### src/rtl/vga_fill_pkg.sv
// Shared definitions for the rectangle-fill sequencer: CSR map, CTRL/STATUS
// bit positions, sequencer states and the plot-slave word format.
package vga_fill_pkg;

  localparam logic [1:0] CSR_CTRL   = 2'd0;
  localparam logic [1:0] CSR_ORIGIN = 2'd1;
  localparam logic [1:0] CSR_SIZE   = 2'd2;
  localparam logic [1:0] CSR_COLOUR = 2'd3;

  localparam int CTRL_START    = 0;
  localparam int CTRL_IRQ_EN   = 1;
  localparam int CTRL_CLR_DONE = 2;

  localparam int STAT_BUSY   = 0;
  localparam int STAT_IRQ_EN = 1;
  localparam int STAT_DONE   = 2;

  typedef enum logic [1:0] {
    ST_IDLE = 2'd0,
    ST_RUN  = 2'd1,
    ST_DONE = 2'd2
  } fill_state_e;

  function automatic logic [31:0] plot_word(input logic [7:0] x,
                                            input logic [7:0] y,
                                            input logic [7:0] colour);
    return {y, x, 8'h00, colour};
  endfunction

endpackage

### src/rtl/vga_fill_scan.sv
// Raster counter for one fill job: walks (cx, cy) row-major over the
// rectangle, with 9-bit end values so origins near 255 never wrap.
module vga_fill_scan #(
  parameter int SCREEN_W = 160,
  parameter int SCREEN_H = 120
) (
  input  logic       clk,
  input  logic       reset_n,
  input  logic       load_i,
  input  logic       advance_i,
  input  logic [7:0] x0_i,
  input  logic [7:0] y0_i,
  input  logic [7:0] w_i,
  input  logic [7:0] h_i,
  output logic [8:0] cx_o,
  output logic [8:0] cy_o,
  output logic       in_bounds_o,
  output logic       last_o
);

  localparam logic [8:0] W_LIM = 9'(SCREEN_W);
  localparam logic [8:0] H_LIM = 9'(SCREEN_H);

  logic [8:0] cx_q, cx_d, cy_q, cy_d;
  logic [8:0] x_end, y_end, cx_inc, cy_inc;

  assign x_end  = {1'b0, x0_i} + {1'b0, w_i};
  assign y_end  = {1'b0, y0_i} + {1'b0, h_i};
  assign cx_inc = cx_q + 9'd1;
  assign cy_inc = cy_q + 9'd1;

  assign in_bounds_o = (cx_q < W_LIM) && (cy_q < H_LIM);
  assign last_o      = (cx_inc == x_end) && (cy_inc == y_end);
  assign cx_o        = cx_q;
  assign cy_o        = cy_q;

  always_comb begin
    cx_d = cx_q;
    cy_d = cy_q;
    if (load_i) begin
      cx_d = {1'b0, x0_i};
      cy_d = {1'b0, y0_i};
    end else if (advance_i) begin
      if (cx_inc == x_end) begin
        cx_d = {1'b0, x0_i};
        cy_d = cy_inc;
      end else begin
        cx_d = cx_inc;
      end
    end
  end

  always_ff @(posedge clk or negedge reset_n) begin
    if (!reset_n) begin
      cx_q <= '0;
      cy_q <= '0;
    end else begin
      cx_q <= cx_d;
      cy_q <= cy_d;
    end
  end

endmodule

### src/rtl/vga_fill_ctrl.sv
// Avalon-MM rectangle-fill sequencer: CSR slave, job FSM and plot-write
// master. Valid/ready: plot_write is the valid, !plot_waitrequest the ready.
module vga_fill_ctrl
  import vga_fill_pkg::*;
#(
  parameter int SCREEN_W = 160,
  parameter int SCREEN_H = 120
) (
  input  logic        clk,
  input  logic        reset_n,
  input  logic [1:0]  address,
  input  logic        read,
  output logic [31:0] readdata,
  input  logic        write,
  input  logic [31:0] writedata,
  output logic        plot_write,
  output logic [31:0] plot_writedata,
  input  logic        plot_waitrequest,
  output logic        irq
);

  fill_state_e state_q, state_d;
  logic [7:0]  x0_q, x0_d, y0_q, y0_d, w_q, w_d, h_q, h_d, colour_q, colour_d;
  logic        irq_en_q, irq_en_d, busy_q, busy_d, done_q, done_d;
  logic        ctrl_wr, start_acc, zero_size, load, advance;
  logic [8:0]  cx, cy;
  logic        in_bounds, last;
  logic        unused_ok;

  assign unused_ok = &{1'b0, read, writedata[31:16], cx[8], cy[8]};

  assign ctrl_wr   = write && (address == CSR_CTRL);
  assign zero_size = (w_q == 8'd0) || (h_q == 8'd0);
  assign start_acc = ctrl_wr && writedata[CTRL_START] && (state_q == ST_IDLE);

  vga_fill_scan #(
    .SCREEN_W (SCREEN_W),
    .SCREEN_H (SCREEN_H)
  ) u_scan (
    .clk         (clk),
    .reset_n     (reset_n),
    .load_i      (load),
    .advance_i   (advance),
    .x0_i        (x0_q),
    .y0_i        (y0_q),
    .w_i         (w_q),
    .h_i         (h_q),
    .cx_o        (cx),
    .cy_o        (cy),
    .in_bounds_o (in_bounds),
    .last_o      (last)
  );

  // Clipped pixels advance without a bus cycle; in-screen ones wait for acceptance.
  always_comb begin
    state_d    = state_q;
    load       = 1'b0;
    advance    = 1'b0;
    plot_write = 1'b0;
    case (state_q)
      ST_IDLE: begin
        if (start_acc) begin
          load    = 1'b1;
          state_d = zero_size ? ST_DONE : ST_RUN;
        end
      end
      ST_RUN: begin
        plot_write = in_bounds;
        advance    = in_bounds ? !plot_waitrequest : 1'b1;
        if (advance && last) state_d = ST_DONE;
      end
      ST_DONE: state_d = ST_IDLE;
      default: state_d = ST_IDLE;
    endcase
  end

  assign plot_writedata = plot_write ? plot_word(cx[7:0], cy[7:0], colour_q) : 32'h0;
  assign irq            = done_q && irq_en_q;

  // Job geometry and colour are frozen while busy so the running job is stable.
  always_comb begin
    x0_d     = x0_q;
    y0_d     = y0_q;
    w_d      = w_q;
    h_d      = h_q;
    colour_d = colour_q;
    irq_en_d = irq_en_q;
    busy_d   = busy_q;
    done_d   = done_q;
    if (write && !busy_q) begin
      case (address)
        CSR_ORIGIN: {y0_d, x0_d} = writedata[15:0];
        CSR_SIZE:   {h_d, w_d}   = writedata[15:0];
        CSR_COLOUR: colour_d     = writedata[7:0];
        default: ;
      endcase
    end
    if (ctrl_wr) begin
      irq_en_d = writedata[CTRL_IRQ_EN];
      if (writedata[CTRL_CLR_DONE]) done_d = 1'b0;
    end
    if (start_acc) begin
      done_d = 1'b0;
      busy_d = !zero_size;
    end
    if (state_q == ST_DONE) begin
      done_d = 1'b1;
      busy_d = 1'b0;
    end
  end

  always_comb begin
    readdata = 32'h0;
    case (address)
      CSR_CTRL: begin
        readdata[STAT_BUSY]   = busy_q;
        readdata[STAT_IRQ_EN] = irq_en_q;
        readdata[STAT_DONE]   = done_q;
      end
      CSR_ORIGIN: readdata[15:0] = {y0_q, x0_q};
      CSR_SIZE:   readdata[15:0] = {h_q, w_q};
      CSR_COLOUR: readdata[7:0]  = colour_q;
      default: ;
    endcase
  end

  always_ff @(posedge clk or negedge reset_n) begin
    if (!reset_n) begin
      state_q  <= ST_IDLE;
      x0_q     <= '0;
      y0_q     <= '0;
      w_q      <= '0;
      h_q      <= '0;
      colour_q <= '0;
      irq_en_q <= 1'b0;
      busy_q   <= 1'b0;
      done_q   <= 1'b0;
    end else begin
      state_q  <= state_d;
      x0_q     <= x0_d;
      y0_q     <= y0_d;
      w_q      <= w_d;
      h_q      <= h_d;
      colour_q <= colour_d;
      irq_en_q <= irq_en_d;
      busy_q   <= busy_d;
      done_q   <= done_d;
    end
  end

endmodule

### config.mk
export PLATFORM = sky130hd
export DESIGN_NAME = vga_fill_ctrl
export DESIGN_NICKNAME = d
export VERILOG_FILES = /design/src/rtl/vga_fill_pkg.sv /design/src/rtl/vga_fill_scan.sv /design/src/rtl/vga_fill_ctrl.sv
export SDC_FILE = /design/constraint.sdc
export NUM_CORES = 1
export LEC_CHECK = 0
export CAP_MARGIN = 20
export CORE_UTILIZATION = 46
export DETAILED_ROUTE_END_ITERATION = 6
export HOLD_SLACK_MARGIN = 0.06
export PLACE_DENSITY = 0.77
export SKIP_CTS_REPAIR_TIMING = 1
export SYNTH_ARGS = -nofsm -noshare
export SYNTH_HDL_FRONTEND = slang
export SYNTH_SLANG_ARGS = --single-unit
### constraint.sdc
create_clock -name clk -period 2.5 [get_ports clk]
set_input_delay 0.625 -clock clk [delete_from_list [all_inputs] [get_ports clk]]
set_output_delay 0.625 -clock clk [all_outputs]
set_load 0.02 [all_outputs]
### After elaboration in Yosys (flattened, before gate mapping)

Index checks and enable logic that the tools add are counted.
Widths: inputs -> output; s select.

| operators by class | value |
|---|---|
| $add $sub $neg | 4 |
| $lt $le $gt $ge | 2 |
| eq/ne operators | 9 |
| multiplexer cells | 25 |
| reduce and logical (&&, ||, !) cells | 27 |

Operator list:

| operator | count |
|---|---|
| $mux 9 | 6 |
| $mux 32 | 1 |
| $add 8x8->9 | 2 |
| $add 9x1->9 const B | 2 |
| $eq 9x9->1 | 2 |
| $logic_not 8->1 | 2 |
| $pmux 8 s2 | 1 |
| $pmux 5 s3 | 1 |
| $pmux 3 s4 | 1 |
| $reduce_and 2->1 | 6 |
| $mux 1 | 11 |
| $lt 9x7->1 const B | 1 |
| $lt 9x8->1 const B | 1 |
| $logic_and 1x1->1 | 8 |
| $eq 2x2->1 const B | 3 |
| $mux 2 | 3 |
| $reduce_bool 2->1 | 3 |
| $reduce_bool 3->1 | 2 |
| $eq 2x1->1 const B | 2 |
| $logic_not 2->1 | 2 |
| $ne 2x2->1 const B | 2 |
| $pmux 2 s2 | 1 |
| $logic_not 1->1 | 3 |
| $logic_or 1x1->1 | 1 |

| word-level totals | value |
|---|---|
| register bits | 63 |
| output and inout bits | 66 |
| word-level logic and storage cells | 78 |

### Longest topological paths before layout

Gate-level depths: netlist (run 1).

| logic depth | value |
|---|---|
| depth after elaboration | 8 |
| mapped depth | 13 |
| mapped depth without buffers | 11 |

### Cells and area by module

From an unflattened synthesis (run 1), not the netlist that was laid out.

| second synthesis, totals | value |
|---|---|
| cell total of the unflattened synthesis | 473 |
| area, all modules | 4748.3 µm² |

Modules (own cells, without submodules):

| module | instances | cells each | area each (µm²) | seq. area each (µm²) |
|---|---|---|---|---|
| vga_fill_ctrl | 1 | 216 | 2587.5 | 1126.1 |
| vga_fill_scan | 1 | 257 | 2160.8 | 450.4 |

### Worst setup path before layout (run 1)

OpenSTA, ideal clock, no wires.

| timing path | value |
|---|---|
| path type | register to register |
| start point | reg w_q[3] |
| end point | reg u_scan.cy_q[8], in the netlist u_scan.cy_o[8] |
| library setup time | 0.132 ns |
| arrival | 2.379 ns |
| path slack | -0.011 ns |
| stages on the path, launching flop included | 12 |
| period minus slack after synthesis | 2.511 ns |
| cells stage by stage | dfrtp_1 ha_1 nand3_1 o2111ai_1 xnor3_1 nor4_1 and4b_1 buf_6 buf_12 nand3_1 xor2_1 nor2_1 |

| on the way | value |
|---|---|
| cells in the longest elaborated chain, start to end | 4 |

Ends and longest elaborated chain:

| what | line | RTL |
|---|---|---|
| from (decl) | vga_fill_ctrl.sv:23 | `logic [7:0] x0_q, x0_d, y0_q, y0_d, w_q, w_d, h_q, h_d, colour_q, colour_d;` |
| from (signal assigned) | vga_fill_ctrl.sv:142 | `w_q <= w_d;` |
| $add 8x8->9 | vga_fill_scan.sv:27 | `assign x_end = {1'b0, x0_i} + {1'b0, w_i};` |
| $eq 9x9->1 | vga_fill_scan.sv:44 | `if (cx_inc == x_end) begin` |
| $reduce_bool 2->1 (no source line) | n/a |  |
| $reduce_and 2->1 (no source line) | n/a |  |
| to (signal assigned) | vga_fill_scan.sv:59 | `cy_q <= cy_d;` |
| to (decl) | vga_fill_scan.sv:24 | `logic [8:0] cx_q, cx_d, cy_q, cy_d;` |

Every way passes these cells.
A chain may end at the register's enable or synchronous reset.

### Worst setup path after layout (run 1)

| timing path | value |
|---|---|
| start point | reg w_q[0] |
| end point | reg u_scan.cx_q[2], in the netlist u_scan.cx_o[2] |

| on the way | value |
|---|---|
| cells in the longest elaborated chain, start to end | 5 |

Ends and longest elaborated chain:

| what | line | RTL |
|---|---|---|
| $add 8x8->9 | vga_fill_scan.sv:27 |  |
| $eq 9x9->1 | vga_fill_scan.sv:44 |  |
| $mux 9 | vga_fill_scan.sv:44 |  |
| $mux 9 | vga_fill_scan.sv:43 | `end else if (advance_i) begin` |
| $mux 9 | vga_fill_scan.sv:40 | `if (load_i) begin` |
| to (signal assigned) | vga_fill_scan.sv:55 | `cx_q <= '0;` |
| to (signal assigned) | vga_fill_scan.sv:58 | `cx_q <= cx_d;` |
| to (decl) | vga_fill_scan.sv:24 |  |

Every way passes these cells. The select of a mux whose other input is x is not followed.

==> results by group, run 1 <==
Run status
  • Status: finished, violations left
  • Failing checks: negative setup slack

Detailed routing
  • Vias/cell: 5.64
  • Drt pass-1 iters: 7
  • Initial drt markers: around 380
  • Via total after detailed routing: about 4,200
  • DR DRC count: 0
  • Post-Route WL: 12.9 mm
  • WL/cell: ~17 um
  • ANT nets after route: 0

Worst hold path
  • Hold Crit Class: input pin to asynchronous set/reset pin

STA
  • Post-route clock period utilization: 1.13
  • RSZ-0062 raised after global routing: true
  • Setup violations, final: 20
  • Final setup skew: just under 0.009 ns
  • Fin crit period: around 2.8 ns
  • PnR worst setup slack: -0.315 ns
  • Fin. max-slew vios: 0
  • Endpoints failing hold: 0
  • Fmax: roughly 360 MHz
  • Hold slack: 0.278 ns
  • Setup TNS: -4.75 ns

Setup path
  • Max stage delay on crit path: approximately 0.41 ns
  • R2R Setup Slk: -0.31 ns
  • Kind of end point of the critical path: flip-flop
  • Slowest CP cell: and4b_4
  • Reg2Reg Capture Point: u_scan.cx_o[2]
  • Critical path, cell by cell: ha_2 > inv_2 > fa_2 > buf_6 > xnor2_2 > xnor2_1 > nor4_1 > and4b_4 > clkbuf_16 > o21a_1 > o32ai_2 > a31oi_1
  • Critical path arrival: approximately 3.1 ns
  • Worst setup SP type: flip-flop
  • CP Class: flip-flop to flip-flop
  • FF-to-FF path depth: 12
  • RR Startpoint: w_q[0]
  • Req. time, crit path: between 2 and 3 ns
  • Peak fanout along the critical path: 8

Clock tree
  • Worst-Skew Late Latency: between 0.3 and 0.4 ns
  • CTS tree: yes
  • CTS Buffer Depth: 2
  • # H-tree levels: 3
  • Number of buffers created by CTS: 9
  • Clock transition at the registers of the reported paths: 0.08 ns
  • Root Buffer: clkbuf_8
  • CTS Sinks: 63

Synth
  • Yosys cell types: 57
  • Post-synth EDFFs: 0
  • Sequential area share after synthesis: 0.347
  • Avg Cell Area, Syn: roughly 9.7 um2
  • Predominant post-synthesis flop cell: dfrtp_1
  • Synth Register Bits: 63
  • Mapped Area: 4550 um2
  • Post-synthesis async set-or-reset flop share: 1.00
  • Mapped Cells: approximately 470
  • Yosys warning total: 0

Floorplanning
  • Vert. Die Dim: 101 um
  • Die Area: slightly above 10,000 um2
  • CORE AREA: about 9400 um2
  • Initial core utilization: 0.483
  • I/O pin count: around 110
  • Rows: 35
  • Die extent in x: ~100 um

Layout
  • Antenna diodes: 0
  • Fillers: around 690
  • Nets: 670
  • Multi-input gate area: roughly 3000 um2
  • Layout Utilization: 0.666
  • Commonest non-fill, non-tap cell in the layout: buf_4
  • Share of layout cells above drive strength 1: 0.358
  • Most frequent cells in the layout: buf_4 (79), dfrtp_1 (63), mux2_2 (38)
  • Area growth syn-to-layout: 38.0%
  • Register area: about 1600 um2

Global routing
  • First-pass GRT wire length: between 15 and 20 mm
  • Largest net degree at the start of global routing: 64
  • Gr usage total: 0.246
  • Total grt overflow: 0
  • Number of global-route vias before repair: 3,908
  • Initial antenna violation count: 0

Placed design
  • Detailed placer's ending HPWL: 9.15 mm
  • Routability cong.: between 0.8 and 0.9
  • DP Worst Slack: -0.718 ns
  • Port buffer count: just over 60

Pwr
  • Total power: about 5.1 mW
  • Peak VDD IR: 0.447 mV
  • Power Density: 819 nW/um2
  • Leakage power: about 3.1 nW

Run
  • Max-cap violations: 0
[layout make-up]
class	count	area share
multi-input cells	365	0.471
inverters	17	0.0102
repair buffers	150	0.213
clock inverters	7	0.00878
clock buffers	9	0.0197
well taps	129	0.0257
flip-flops and latches	63	0.251
[registers in the layout, indices dropped and copies added (netlist names)]
name / flops
u_scan.cy_o: 9
state_q: 2
u_scan.cx_o: 9
y0_q: 8
h_q: 8
irq_en_q: 1
done_q: 1
colour_q: 8
busy_q: 1
x0_q: 8
w_q: 8
[how the worst max path moves through the flow]
| stage | start | endpoint | cells after the start |
|---|---|---|---|
| after floorplan | w_q[2] | u_scan.cy_o[8] | 11 |
| after global placement | address[1] | readdata[15] | 7 |
| after detailed placement | address[1] | readdata[13] | 7 |
| after CTS | address[0] | readdata[0] | 6 |
| after global routing | w_q[0] | u_scan.cx_o[2] | 12 |
| final | w_q[0] | u_scan.cx_o[2] | 12 |
[kinds of logic after synthesis]
kind of cell / share of synthesized area
AND/OR/NAND/NOR: 0.175
AO/OA/AOI/OAI: 0.125
buffers and inverters: 0.0834
flip-flops: 0.347
XOR/XNOR: 0.0936
multiplexers: 0.103
adder cells (fa/ha/maj): 0.0721
other: 0.000825
[metrics by stage]
step | cell area [um2] | std cells
floorplan | 4670 | 493
finish | 6270 | 740
global route | 6270 | 740
global placement | 5780 | 716
detailed placement | 5780 | 716
CTS | 5960 | 732
[power breakdown]
group | internal [mW] | switching, mW
Clock | 0.369 | 0.455
Sequential | 1.21 | 0.159
Combinational | 1.46 | 1.48
[Yosys cell counts (4+ instances only)]
library cell	n	area [um2]
and2_1	24	150
nand3_1	14	70.1
xnor2_1	30	263
o21a_1	4	30.0
nand3_2	6	60.1
o21ai_0	14	70.1
a22oi_1	9	67.6
xor2_1	16	140
dfrtp_1	63	1580
mux2i_1	4	40.0
mux2_2	38	428
nor2b_1	13	81.3
ha_1	23	288
a222oi_1	8	80.1
nand4_1	4	25.0
nor4_1	6	37.5
a21oi_1	14	70.1
nand2_1	24	90.1
nand2b_1	4	25.0
clkbuf_1	13	48.8
o21ai_1	7	35.0
buf_4	26	195
nor3_1	11	55.1
buf_2	4	20.0
nor2_1	24	90.1
inv_1	17	63.8
[routing by layer]
metal	global-route usage	share of wire	routed length [um]	up-vias
li1	-	-	-	1899
met1	0.342	0.44	5640	2044
met2	0.400	0.49	6300	199
met3	0.0290	0.059	761	28
met4	0.0792	0.019	243	0
met5	0	0	0	-
[critical path: cells and delay by family, from the launching register on]
family | cells | cell delay [ns]
buf+inv | 3 | 0.37
xor+xnor | 2 | 0.24
fa+ha+maj | 2 | 0.59
flops | 1 | 0.38
simple gates | 2 | 0.78
compound gates | 3 | 0.37
No activity file was read; power rests on OpenSTA's default activity.
==> run 2, diff against run 1 <==
--- a/config.mk
+++ b/config.mk
@@ -6,10 +6,9 @@
 export NUM_CORES = 1
 export LEC_CHECK = 0
 export CAP_MARGIN = 20
-export CORE_UTILIZATION = 46
+export CORE_UTILIZATION = 30
 export DETAILED_ROUTE_END_ITERATION = 6
 export HOLD_SLACK_MARGIN = 0.06
-export PLACE_DENSITY = 0.77
 export SKIP_CTS_REPAIR_TIMING = 1
 export SYNTH_ARGS = -nofsm -noshare
 export SYNTH_HDL_FRONTEND = slang
==> run 2 against run 1 <==
The flow finishes with violations (design-rule violations, negative setup slack). Die area increased by 52%. Worst setup slack improved by 0.17 ns. Critical path depth unchanged. Clock power rose by 66%. Final cell count up 8.9%. Critical endpoint unchanged.
==> results by group, run 2 (synthesized netlist as in run 1, its figures left out) <==
Run status
  • Status: finished, violations left
  • Failing checks: design-rule violations, negative setup slack

Global routing
  • Initial antenna violation count: 0
  • Busiest layer in global routing: met2
  • Largest net degree at the start of global routing: 26
  • First-pass GRT wire length: ~21 mm
  • GR Util met1: 0.225
  • Total grt overflow: 0
  • Gr usage total: 0.167
  • Met2 Usage GRT: 0.268
  • Met3 Track Usage GR: 0.0274
  • Number of global-route vias before repair: around 4,000

Setup path
  • FF-to-FF path depth: 12
  • RR Startpoint: w_q[0]
  • Critical path arrival: between 2 and 3 ns
  • Peak fanout along the critical path: 7
  • R2R Setup Slk: -0.15 ns
  • Worst setup SP type: flip-flop
  • Max stage delay on crit path: ~0.39 ns
  • Kind of end point of the critical path: flip-flop
  • CP Class: flip-flop to flip-flop
  • Kind of cell adding the most delay to the critical path: compound AO/OA/AOI/OAI gates
  • Worst path bufs/invs: 2
  • Req. time, crit path: 2.75 ns
  • Slowest CP cell: dfrtp_1
  • Reg2Reg Capture Point: u_scan.cx_o[2]
  • Critical path, cell by cell: ha_2 > inv_2 > fa_2 > nor2b_4 > o31ai_2 > a22oi_1 > o221ai_1 > and4b_4 > buf_12 > a21oi_4 > o32ai_1 > a31oi_1

Placed design
  • Cells after DPL: approximately 800
  • Routability cong.: ~0.83
  • Port buffer count: between 60 and 70
  • DP Worst Slack: -0.683 ns
  • Detailed placer's ending HPWL: roughly 10 mm

Pwr
  • Leakage power: between 3 and 4 nW
  • Power Density: approximately 900 nW/um2
  • Peak VDD IR: roughly 0.44 mV

Layout
  • Nets: about 680
  • Share of layout cells above drive strength 1: 0.383
  • Antenna diodes: 0
  • Area growth syn-to-layout: 42.8%
  • Non-filler instance count after layout: ~800
  • Commonest non-fill, non-tap cell in the layout: buf_4
  • Most frequent cells in the layout: buf_4 (91), dfrtp_1 (63), mux2_2 (38)

Floorplanning
  • Die extent in x: 125 um
  • I/O pin count: between 100 and 150
  • CORE AREA: about 15,000 um2
  • Die Area: between 15,000 and 20,000 um2
  • Vert. Die Dim: 125 um
  • Rows: 44
  • Initial core utilization: 0.310

Clock tree
  • Clock transition at the registers of the reported paths: 0.06 ns
  • CTS Buffer Depth: 2
  • CTS tree: yes
  • Root Buffer: clkbuf_16
  • Number of buffers created by CTS: 9
  • Worst-Skew Late Latency: 0.33 ns
  • # H-tree levels: 3
  • CTS Sinks: 63

STA
  • Rel. slew slack: 0.569
  • Fin. max-slew vios: 0
  • Worst Tran Pin Value: around 0.65 ns
  • Setup violations, final: 20
  • PnR worst setup slack: -0.149 ns
  • Fin crit period: about 2.6 ns
  • Final setup skew: a little under 0.008 ns
  • Hold slack: approximately 0.31 ns
  • Post-route clock period utilization: 1.06
  • Endpoints failing hold: 0
  • RSZ-0062 raised after global routing: true
  • Fmax: between 300 and 400 MHz

Detailed routing
  • Drt pass-1 iters: 7
  • DR DRC count: 10
  • ANT nets after route: 0
  • WL/cell: 16.3 um
  • Via total after detailed routing: between 4,000 and 5,000
  • Vias/cell: roughly 5
  • Initial drt markers: around 330
  • Post-Route WL: 13.1 mm

Run
  • Max-cap violations: 0

Worst hold path
  • Hold Crit Class: input pin to asynchronous set/reset pin
run 2: changes by cell type in the layout (fill, tap and decap cells not counted), moves of 3 or more:
cell | before | now
buf_4 | 79 | 91
clkbuf_16 | 2 | 11
clkbuf_8 | 9 | 0
dlymetal6s2s_1 | 23 | 15
clkbuf_2 | 19 | 24
ha_1 | 14 | 17
ha_4 | 6 | 3
inv_6 | 3 | 0
run 2: stage by stage:
step	TNS (ns)	cell area, um2	total power, mW	util
floorplan	0	4670	3.07	-
global placement	-19.17	5950	4.12	0.406
CTS	-29.31	6270	5.55	0.428
global route	-5.03	6490	6.02	0.443
finish	-2.10	6490	5.69	0.443
detailed placement	-19.82	5950	4.16	0.406
run 2: metal layers:
| metal | routed length [um] | share of wire | vias to the layer above |
|---|---|---|---|
| li1 | - | - | 1921 |
| met1 | 6160 | 0.47 | 1946 |
| met2 | 6060 | 0.46 | 120 |
| met3 | 560 | 0.043 | 26 |
| met4 | 324 | 0.025 | 0 |
| met5 | 0 | 0 | - |
run 2: how the worst max path moves through the flow:
stage	from	to	slack, ns	depth (start not counted)
floorplan	w_q[2]	u_scan.cy_o[8]	0.009	11
global placement	address[1]	readdata[8]	-0.65	8
detailed placement	address[1]	readdata[0]	-0.68	7
CTS	address[1]	readdata[0]	-0.69	7
global route	w_q[0]	u_scan.cx_o[2]	-0.31	12
finish	w_q[0]	u_scan.cx_o[2]	-0.15	12
run 2: where the power goes:
part | total, mW | internal, mW | switching, mW
clock | 1.37 | 0.874 | 0.494
combinational | 2.95 | 1.48 | 1.47
sequential | 1.37 | 1.22 | 0.151
run 2: cell type report:
| class | instances | area (um2) |
|---|---|---|
| Timing Repair Buffer | 161 | 1370 |
| Inverter | 17 | 63.8 |
| Clock inverter | 7 | 97.6 |
| Fill cell | 1396 | 8150 |
| Clock buffer | 9 | 225 |
| Sequential cell | 63 | 1580 |
| Tap cell | 184 | 230 |
| Multi-Input combinational cell | 365 | 2930 |
==> run 3, diff against run 2 <==
--- a/config.mk
+++ b/config.mk
@@ -6,9 +6,10 @@
 export NUM_CORES = 1
 export LEC_CHECK = 0
 export CAP_MARGIN = 20
-export CORE_UTILIZATION = 30
+export CORE_UTILIZATION = 46
 export DETAILED_ROUTE_END_ITERATION = 6
 export HOLD_SLACK_MARGIN = 0.06
+export PLACE_DENSITY = 0.77
 export SKIP_CTS_REPAIR_TIMING = 1
 export SYNTH_ARGS = -nofsm -noshare
 export SYNTH_HDL_FRONTEND = slang
==> results of run 3 <==
Same layout as run 1: the final DEF is identical, and so are final timing and power.
